File: config.mk
export PLATFORM = sky130hd
export DESIGN_NAME = axi_ram_bridge
export DESIGN_NICKNAME = d
export VERILOG_FILES = /design/src/rtl/axi_ram_bridge.sv
export SDC_FILE = /design/constraint.sdc
export NUM_CORES = 1
export LEC_CHECK = 0
export BUFFER_PORTS_ARGS = -buffer_cell sky130_fd_sc_hd__buf_2
export CAP_MARGIN = 20
export CORE_AREA = 2 2 216 218
export CTS_CLUSTER_DIAMETER = 30
export DETAILED_ROUTE_END_ITERATION = 10
export DIE_AREA = 0 0 218 220
export GPL_TIMING_DRIVEN = 0
export HOLD_SLACK_MARGIN = 0.03
export PLACE_DENSITY_LB_ADDON = 0.1
export SLEW_MARGIN = 0
export SYNTH_ARGS = -nofsm -noshare
export SYNTH_HDL_FRONTEND = slang
export SYNTH_SLANG_ARGS = --single-unit
export TNS_END_PERCENT = 50
File: constraint.sdc
create_clock -name cpu_clk_50M -period 5.2 [get_ports cpu_clk_50M]
set_input_delay 0.26 -clock cpu_clk_50M [delete_from_list [all_inputs] [get_ports cpu_clk_50M]]
set_output_delay 0.26 -clock cpu_clk_50M [all_outputs]
set_load 0.02 [all_outputs]
File: src/rtl/axi_ram_bridge.sv
// AXI4 (INCR-only, 64-bit) slave to single-port synchronous-write / combinational-read RAM bridge.
// One burst outstanding; round-robin arbitration between write and read address channels.
`timescale 1ns/1ps
module axi_ram_bridge (
  input  logic        cpu_clk_50M,
  input  logic        rst_n,
  input  logic        aw_valid,
  output logic        aw_ready,
  input  logic [63:0] aw_addr,
  input  logic [7:0]  aw_len,
  input  logic        w_valid,
  output logic        w_ready,
  input  logic [63:0] w_data,
  input  logic [7:0]  w_strb,
  input  logic        w_last,
  output logic        b_valid,
  input  logic        b_ready,
  output logic [1:0]  b_resp,
  input  logic        ar_valid,
  output logic        ar_ready,
  input  logic [63:0] ar_addr,
  input  logic [7:0]  ar_len,
  output logic        r_valid,
  input  logic        r_ready,
  output logic [63:0] r_data,
  output logic        r_last,
  output logic        ram_wr_en,
  output logic        ram_rd_en,
  output logic [63:0] ram_wmask,
  output logic [63:0] ram_addr,
  output logic [63:0] ram_wr_data,
  input  logic [63:0] ram_rd_data
);

  // state | meaning
  // IDLE  | waiting for AW or AR, arbitration active
  // WRITE | accepting W beats, one RAM write per beat
  // WRESP | holding b_valid until b_ready
  // READ  | issuing RAM reads into the registered R beat
  typedef enum logic [1:0] {IDLE, WRITE, WRESP, READ} state_t;

  state_t      state;
  logic [63:0] beat_addr;
  logic [7:0]  beat_cnt;
  logic [7:0]  len_q;
  logic        rd_granted_last;
  logic        wr_err;
  logic        rd_all_issued;
  logic        grant_w;
  logic        grant_r;
  logic        w_hs;
  logic        rd_issue;
  logic        final_beat;
  logic        unused_addr_lsb;

  assign unused_addr_lsb = ^{aw_addr[2:0], ar_addr[2:0]};

  always_comb begin
    grant_w = aw_valid && (!ar_valid || rd_granted_last);
    grant_r = ar_valid && (!aw_valid || !rd_granted_last);
  end

  assign aw_ready    = (state == IDLE) && grant_w;
  assign ar_ready    = (state == IDLE) && grant_r;
  assign w_ready     = (state == WRITE);
  assign w_hs        = w_ready && w_valid;
  assign final_beat  = (beat_cnt == len_q);
  // A new read is only launched when the output register is free or draining this cycle.
  assign rd_issue    = (state == READ) && !rd_all_issued && (!r_valid || r_ready);
  assign ram_wr_en   = w_hs;
  assign ram_rd_en   = rd_issue;
  assign ram_addr    = beat_addr;
  assign ram_wr_data = w_data;

  always_comb begin
    ram_wmask = '0;
    for (int i = 0; i < 8; i++) begin
      ram_wmask[8*i +: 8] = {8{w_strb[i]}};
    end
  end

  always_ff @(posedge cpu_clk_50M or negedge rst_n) begin
    if (!rst_n) begin
      state           <= IDLE;
      beat_addr       <= '0;
      beat_cnt        <= '0;
      len_q           <= '0;
      rd_granted_last <= 1'b1;
      wr_err          <= 1'b0;
      rd_all_issued   <= 1'b0;
      b_valid         <= 1'b0;
      b_resp          <= 2'b00;
      r_valid         <= 1'b0;
      r_data          <= '0;
      r_last          <= 1'b0;
    end else begin
      case (state)
        IDLE: begin
          if (aw_ready) begin
            beat_addr       <= {aw_addr[63:3], 3'b000};
            beat_cnt        <= '0;
            len_q           <= aw_len;
            wr_err          <= 1'b0;
            rd_granted_last <= 1'b0;
            state           <= WRITE;
          end else if (ar_ready) begin
            beat_addr       <= {ar_addr[63:3], 3'b000};
            beat_cnt        <= '0;
            len_q           <= ar_len;
            rd_all_issued   <= 1'b0;
            rd_granted_last <= 1'b1;
            state           <= READ;
          end
        end
        WRITE: begin
          if (w_hs) begin
            beat_addr <= beat_addr + 64'd8;
            beat_cnt  <= beat_cnt + 8'd1;
            // Burst length comes from aw_len; a misplaced w_last only flags SLVERR.
            if (final_beat) begin
              b_valid <= 1'b1;
              b_resp  <= (wr_err || !w_last) ? 2'b10 : 2'b00;
              state   <= WRESP;
            end else if (w_last) begin
              wr_err <= 1'b1;
            end
          end
        end
        WRESP: begin
          if (b_ready) begin
            b_valid <= 1'b0;
            state   <= IDLE;
          end
        end
        READ: begin
          if (rd_issue) begin
            r_data    <= ram_rd_data;
            r_valid   <= 1'b1;
            r_last    <= final_beat;
            beat_addr <= beat_addr + 64'd8;
            beat_cnt  <= beat_cnt + 8'd1;
            if (final_beat) rd_all_issued <= 1'b1;
          end else if (r_valid && r_ready) begin
            r_valid <= 1'b0;
            if (r_last) state <= IDLE;
          end
        end
        default: state <= IDLE;
      endcase
    end
  end

endmodule
# Word level (Yosys, flattened, before mapping)
# Cells that the tools add are included.
word_totals:
  reg_bits: 154
  input_bits: 288
  output_inout_bits: 266
  elab_cells: 105
op_classes:
  add_sub_neg: 2
  eq_ne: 18
  n_mux: 39
  n_reduce_logical: 34
op_table:
  columns: ["operator", "count"]
  rows:
  - ["two-way mux 64 bit", 4]
  - ["case mux 64 bit (3 select lines)", 1]
  - ["adder 64 x 4 -> 64 bit (second input constant)", 1]
  - ["two-way mux 8 bit", 6]
  - ["case mux 8 bit (3 select lines)", 1]
  - ["two-way mux 2 bit", 9]
  - ["inequality test 2 bit (second input constant)", 9]
  - ["two-way mux 1 bit", 14]
  - ["AND reduction 5 bit", 2]
  - ["nonzero test 2 bit", 5]
  - ["adder 8 x 1 -> 8 bit (second input constant)", 1]
  - ["equality test 8 bit", 1]
  - ["logical AND 1 bit", 8]
  - ["inequality test 2 x 1 -> 1 bit (second input constant)", 4]
  - ["case mux 2 bit (4 select lines)", 1]
  - ["AND reduction 4 bit", 2]
  - ["AND reduction 7 bit", 1]
  - ["logical NOT 1 bit", 6]
  - ["case mux 1 bit (2 select lines)", 3]
  - ["AND reduction 2 bit", 3]
  - ["equality test 2 bit (second input constant)", 2]
  - ["logical OR 1 bit", 4]
  - ["inequality test 3 bit (second input constant)", 1]
  - ["AND reduction 3 bit", 1]
  - ["other kinds (3)", 3]

# Logic depth before layout (Yosys ltp)
depth:
  depth_word: 7
  ltp_mapped: 9

# Worst setup path after synthesis
# OpenSTA, ideal clock, no wires.
synth_path:
  path_kind: "flip-flop to flip-flop"
  start: "reg beat_addr[14] (netlist: ram_addr[14])"
  end: "reg beat_addr[39] (netlist: ram_addr[39])"
  arrival_ps: 2397
  path_slack_ps: 2672
  stages_incl_launch_ff: 9
  period_less_slack_ps: 2528
  cell_sequence: "dfrtp_1 buf_4 nand4_1 or4_1 buf_2 or2_4 buf_6 o311a_1 or3_1"
synth_via:
  elab_chain_cells: 3
  word_cells_on_any_way: 4
  classes_between: "1 x add/sub; 3 x mux"
synth_lines:
  columns: ["element", "line", "text"]
  rows:
  - ["from (decl)", "43", "logic [63:0] beat_addr;"]
  - ["from (signal assigned)", "100", "beat_addr <= {aw_addr[63:3], 3'b000};"]
  - ["from (signal assigned)", "107", "beat_addr <= {ar_addr[63:3], 3'b000};"]
  - ["from (signal assigned)", "117", "beat_addr <= beat_addr + 64'd8;"]
  - ["adder 64 x 4 -> 64 bit *", "117, 140", null]
  - ["two-way mux 64 bit, on equally long branches", "136, 116", null]
  - ["case mux 64 bit (3 select lines) *", "97", "case (state)"]
# Every way passes the cells marked *; elsewhere a longest branch is shown, timed or not. The select of a mux whose other input is x is not followed.
# A chain may end at the register's enable or synchronous reset.

# Worst setup path after layout
layout_path:
  start: "reg state[1]"
  end: "out aw_ready"
layout_via:
  elab_chain_cells: 2
layout_lines:
  columns: ["element", "line", "text"]
  rows:
  - ["from (decl)", "42", "state_t state;"]
  - ["from (signal assigned)", "84", "state <= IDLE;"]
  - ["from (signal assigned)", "105", "state <= WRITE;"]
  - ["from (signal assigned)", "112", "state <= READ;"]
  - ["logical NOT 2 bit", "63", "assign aw_ready = (state == IDLE) && grant_w;"]
  - ["logical AND 1 bit", "63", null]
  - ["to (decl)", "8", "output logic aw_ready,"]
# Every way passes these cells.

==> run_results.csv <==
group,metric,value,unit
run_status,outcome,"completed",
logic_synthesis,fraction_of_synthesized_area_in_multiplexers,0.0943,
worst_setup_path,critical_path.startpoint,"state[1]",
logic_synthesis,compound_gate_portion_of_the_synthesized_area,0.151,
place,post-dp-hpwl,36100,um
power,p_leak,0.00641,uW
routing,firstDrtPassIters,5,
die,row_count,79,
logic_synthesis,post_synth_fa_ha_maj_area_fraction,0.00258,
global_route,grt_pass1_vias,10100,
timing,setup_ws,1.17,ns
logic_synthesis,post_synth_inst_count,1075,
global_route,grt_max_degree,97,
die,core,45900,um^2
place,finalWeightedCongestion,0.840,
routing,drt_iter0_drc,672,
timing,timing.max_slew.rel_slack,0.254,
logic_synthesis,ys_ff_latch,150,
worst_setup_path,reg2reg_to,"len_q[3]",
place,port_buffers,470,
cts,ctsHtreeMaxLevel,4,
global_route,globalRoute.totalOverflow,0,
logic_synthesis,cell_types_occupying_the_most_area_after_synthesis,"sky130_fd_sc_hd__dfrtp_1 (38%), sky130_fd_sc_hd__buf_4 (10%), sky130_fd_sc_hd__mux2_2 (8.6%)",
finish,layout.cells.most_common,"sky130_fd_sc_hd__buf_2",
logic_synthesis,synth_simple_gate_area_share,0.208,
logic_synthesis,seq_area_frac_synth,0.388,
place,detailed_place.area,12900,um^2
timing,fin_setup_tns,0,ns
flow_run,timing.max_cap.violations,0,
cts,clock_tree.root_cell,"sky130_fd_sc_hd__clkbuf_16",
worst_setup_path,setup.worst_path.class,"flip-flop to primary output",
finish,post_route_cells_drive_above_1_share,0.450,
die,initial_utilization,0.211,
worst_setup_path,required_worst_endpoint,4.94,ns
timing,timing_max_transition_violations_final,0,
worst_setup_path,timing.critical_path.fanout_max,10,
finish,final_design_instance_area_without_fill,14200,um^2
timing,tightest_slew,1.12,ns
worst_setup_path,rr_worst_depth,9,
global_route,grt_util_all_layers,0.190,
logic_synthesis,synth_edf_count,0,
cts,clock_sinks,150,
timing,timing.final.setup_violations,0,
cts,clk_latency,0.46,ns
min_path,timing.hold.worst.class,"input pin to flip-flop",
logic_synthesis,synth_top_family_by_area,"simple AND/OR/NAND/NOR gates",
routing,final_routed_drc_violation_total,0,
logic_synthesis,mappedNetlistArea,9690,um^2
power,pwr_density_cell,583,nW/um^2
cts,postCtsSetupRepairBufs,0,
die,number_of_top_level_design_ports,554,
worst_setup_path,r2r_setup_slack,1.28,ns
finish,sequential_cell_area,3750,um^2
routing,drt-vias-per-instance,4.69,
cts,clock_path_buffers,2,
logic_synthesis,yosys_warnings,0,
global_route,first_pass_grt_wire_length,66100,um
routing,routed_wire_length_per_instance,20.8,um
timing,finalCriticalPeriod,4.03,ns
place,preCtsSetupSlack,1.47,ns
cts,ctsResizeCount,0,
die,fp.dieW,218,um
logic_synthesis,share_of_yosys_cell_area_claimed_by_the_top_area_cell_type,0.385,
global_route,grt_antenna_before_repair,4,
power,final_power,8270,uW
routing,antenna_left,0,
cts,clkTransAtPathRegs,0.07,ns
timing,hold_violations,0,
worst_setup_path,crit_path_end,"aw_ready",
logic_synthesis,synth.largest_area_cell,"sky130_fd_sc_hd__dfrtp_1",
finish,final.fill_count,5046,
timing,max_clock_freq,0.248,GHz
worst_setup_path,reg2reg_from,"state[1]",
finish,flow.area_growth_from_synthesis,46.3,%
worst_setup_path,crit_path_end_kind,"primary output",
finish,top_library_cells_by_usage_in_the_layout_fill_and_taps_aside,"sky130_fd_sc_hd__buf_2 (474), sky130_fd_sc_hd__dfrtp_1 (149), sky130_fd_sc_hd__buf_4 (136)",
finish,design.final.nets,1933,
logic_synthesis,ys_dominant_reg_cell,"sky130_fd_sc_hd__dfrtp_1",
timing,period_utilization,0.776,
logic_synthesis,synthDistinctLibCells,67,
cts,tritoncts_clock_tree,"yes",
die,dieHeight,220,um
worst_setup_path,cp-start-kind,"flip-flop",
logic_synthesis,share_of_flip_flops_with_an_asynchronous_set_or_reset,1.00,
timing,grt_setup_unrepaired,"no",
routing,routed-via-count,10600,
cts,cts_made_buffers,17,
timing,worst_clock_skew,0.0106,ns
logic_synthesis,synth-xor-area-share,0.0108,
logic_synthesis,syn_area_per_cell,9.01,um^2
finish,multiInputGateArea,4540,um^2
cts,cts_hold_buf,73,
routing,detail_route.wirelength,47100,um
die,die_area,48000,um^2
worst_setup_path,crit_arrival,3.77,ns
power,irDropWorstVdd,236,uV
-- flip-flops by register name, summed over array words and instances (netlist names), 2 cells and up --
register and cells:
state 2, beat_cnt 8, len_q 8, ram_addr 61
r_data 64
-- worst max-delay path, stage by stage, from the launching register on --
cell and delay (ns):
sky130_fd_sc_hd__dfrtp_1 0.38, sky130_fd_sc_hd__clkbuf_1 0.22, sky130_fd_sc_hd__nor2_1 0.36, sky130_fd_sc_hd__nand3_1 0.60, sky130_fd_sc_hd__clkinv_1 0.30, sky130_fd_sc_hd__clkbuf_1 0.69, sky130_fd_sc_hd__buf_1 0.48, sky130_fd_sc_hd__buf_2 0.27
-- metal layers --
| layer | wire [um] | share of wire | global-route usage |
|---|---|---|---|
| met5 | 0 | 0 | 0 |
| met4 | 1170 | 0.025 | 0.0678 |
| met3 | 2870 | 0.061 | 0.0388 |
| met2 | 22100 | 0.47 | 0.311 |
| met1 | 21000 | 0.44 | 0.247 |
-- cells by family after synthesis --
group,count (synthesis)
and+or+nand+nor,403
adders and majority gates,2
DFF,150
xor gates and xnor gates,12
muxes,82
AOI/OAI and AO/OA,204
other,1
buffers and inverters,221
-- worst min-delay path by stage --
stage,slack [ns],startpoint,to,cells past startpoint
final,0.06,ar_len[2],len_q[2],3
after CTS,0.03,ar_len[2],len_q[2],3
after detailed placement,0.23,rst_n,ram_addr[18],1
after global placement,0.46,w_last,b_resp[1],2
after floorplan,-0.04,rst_n,b_resp[1],0
after global routing,0.05,ar_len[6],len_q[6],3
-- synth_stat cells, types with 9 or more instances --
| cell | count |
|---|---|
| sky130_fd_sc_hd__buf_4 | 135 |
| sky130_fd_sc_hd__a221o_1 | 22 |
| sky130_fd_sc_hd__and3_1 | 14 |
| sky130_fd_sc_hd__or4_1 | 10 |
| sky130_fd_sc_hd__nor3_1 | 25 |
| sky130_fd_sc_hd__a31oi_1 | 32 |
| sky130_fd_sc_hd__nand3_1 | 79 |
| sky130_fd_sc_hd__o21ai_0 | 20 |
| sky130_fd_sc_hd__inv_1 | 17 |
| sky130_fd_sc_hd__a21oi_1 | 45 |
| sky130_fd_sc_hd__or3_1 | 24 |
| sky130_fd_sc_hd__o211ai_1 | 13 |
| sky130_fd_sc_hd__o31ai_1 | 11 |
| sky130_fd_sc_hd__clkbuf_1 | 48 |
| sky130_fd_sc_hd__a211o_1 | 9 |
| sky130_fd_sc_hd__xor2_1 | 9 |
| sky130_fd_sc_hd__nand4_1 | 22 |
| sky130_fd_sc_hd__nor4_1 | 18 |
| sky130_fd_sc_hd__nor2_1 | 64 |
| sky130_fd_sc_hd__nand2_1 | 114 |
| sky130_fd_sc_hd__mux2_2 | 74 |
| sky130_fd_sc_hd__dfrtp_1 | 149 |
-- power breakdown --
| part | total [uW] | leakage (uW) | internal (uW) | switching [uW] |
|---|---|---|---|---|
| registers | 2250 | 0.00168 | 1710 | 536 |
| clock network | 1310 | 0.000273 | 716 | 589 |
| logic | 4720 | 0.00446 | 1730 | 2990 |
-- final cells by class --
class / instances / area share
flip-flops and latches: 150 / 0.265
plain buffers: 203 / 0.0940
repair buffers: 546 / 0.221
diodes: 2 / 0.000353
clock inverters: 12 / 0.0102
well taps: 607 / 0.0536
multi-input cells: 707 / 0.320
inverters: 18 / 0.00477
clock buffers: 20 / 0.0308
-- through the flow --
stage / hold WS, ns / utilization / cells
after floorplan: -0.0356 / - / 1078
after global placement: 0.461 / 0.279 / 2155
after detailed placement: 0.228 / 0.280 / 2158
after CTS: 0.0310 / 0.309 / 2263
after global routing: 0.0528 / 0.309 / 2264
final: 0.0564 / 0.309 / 2265
Note: power is estimated with default switching activity, not from simulation.
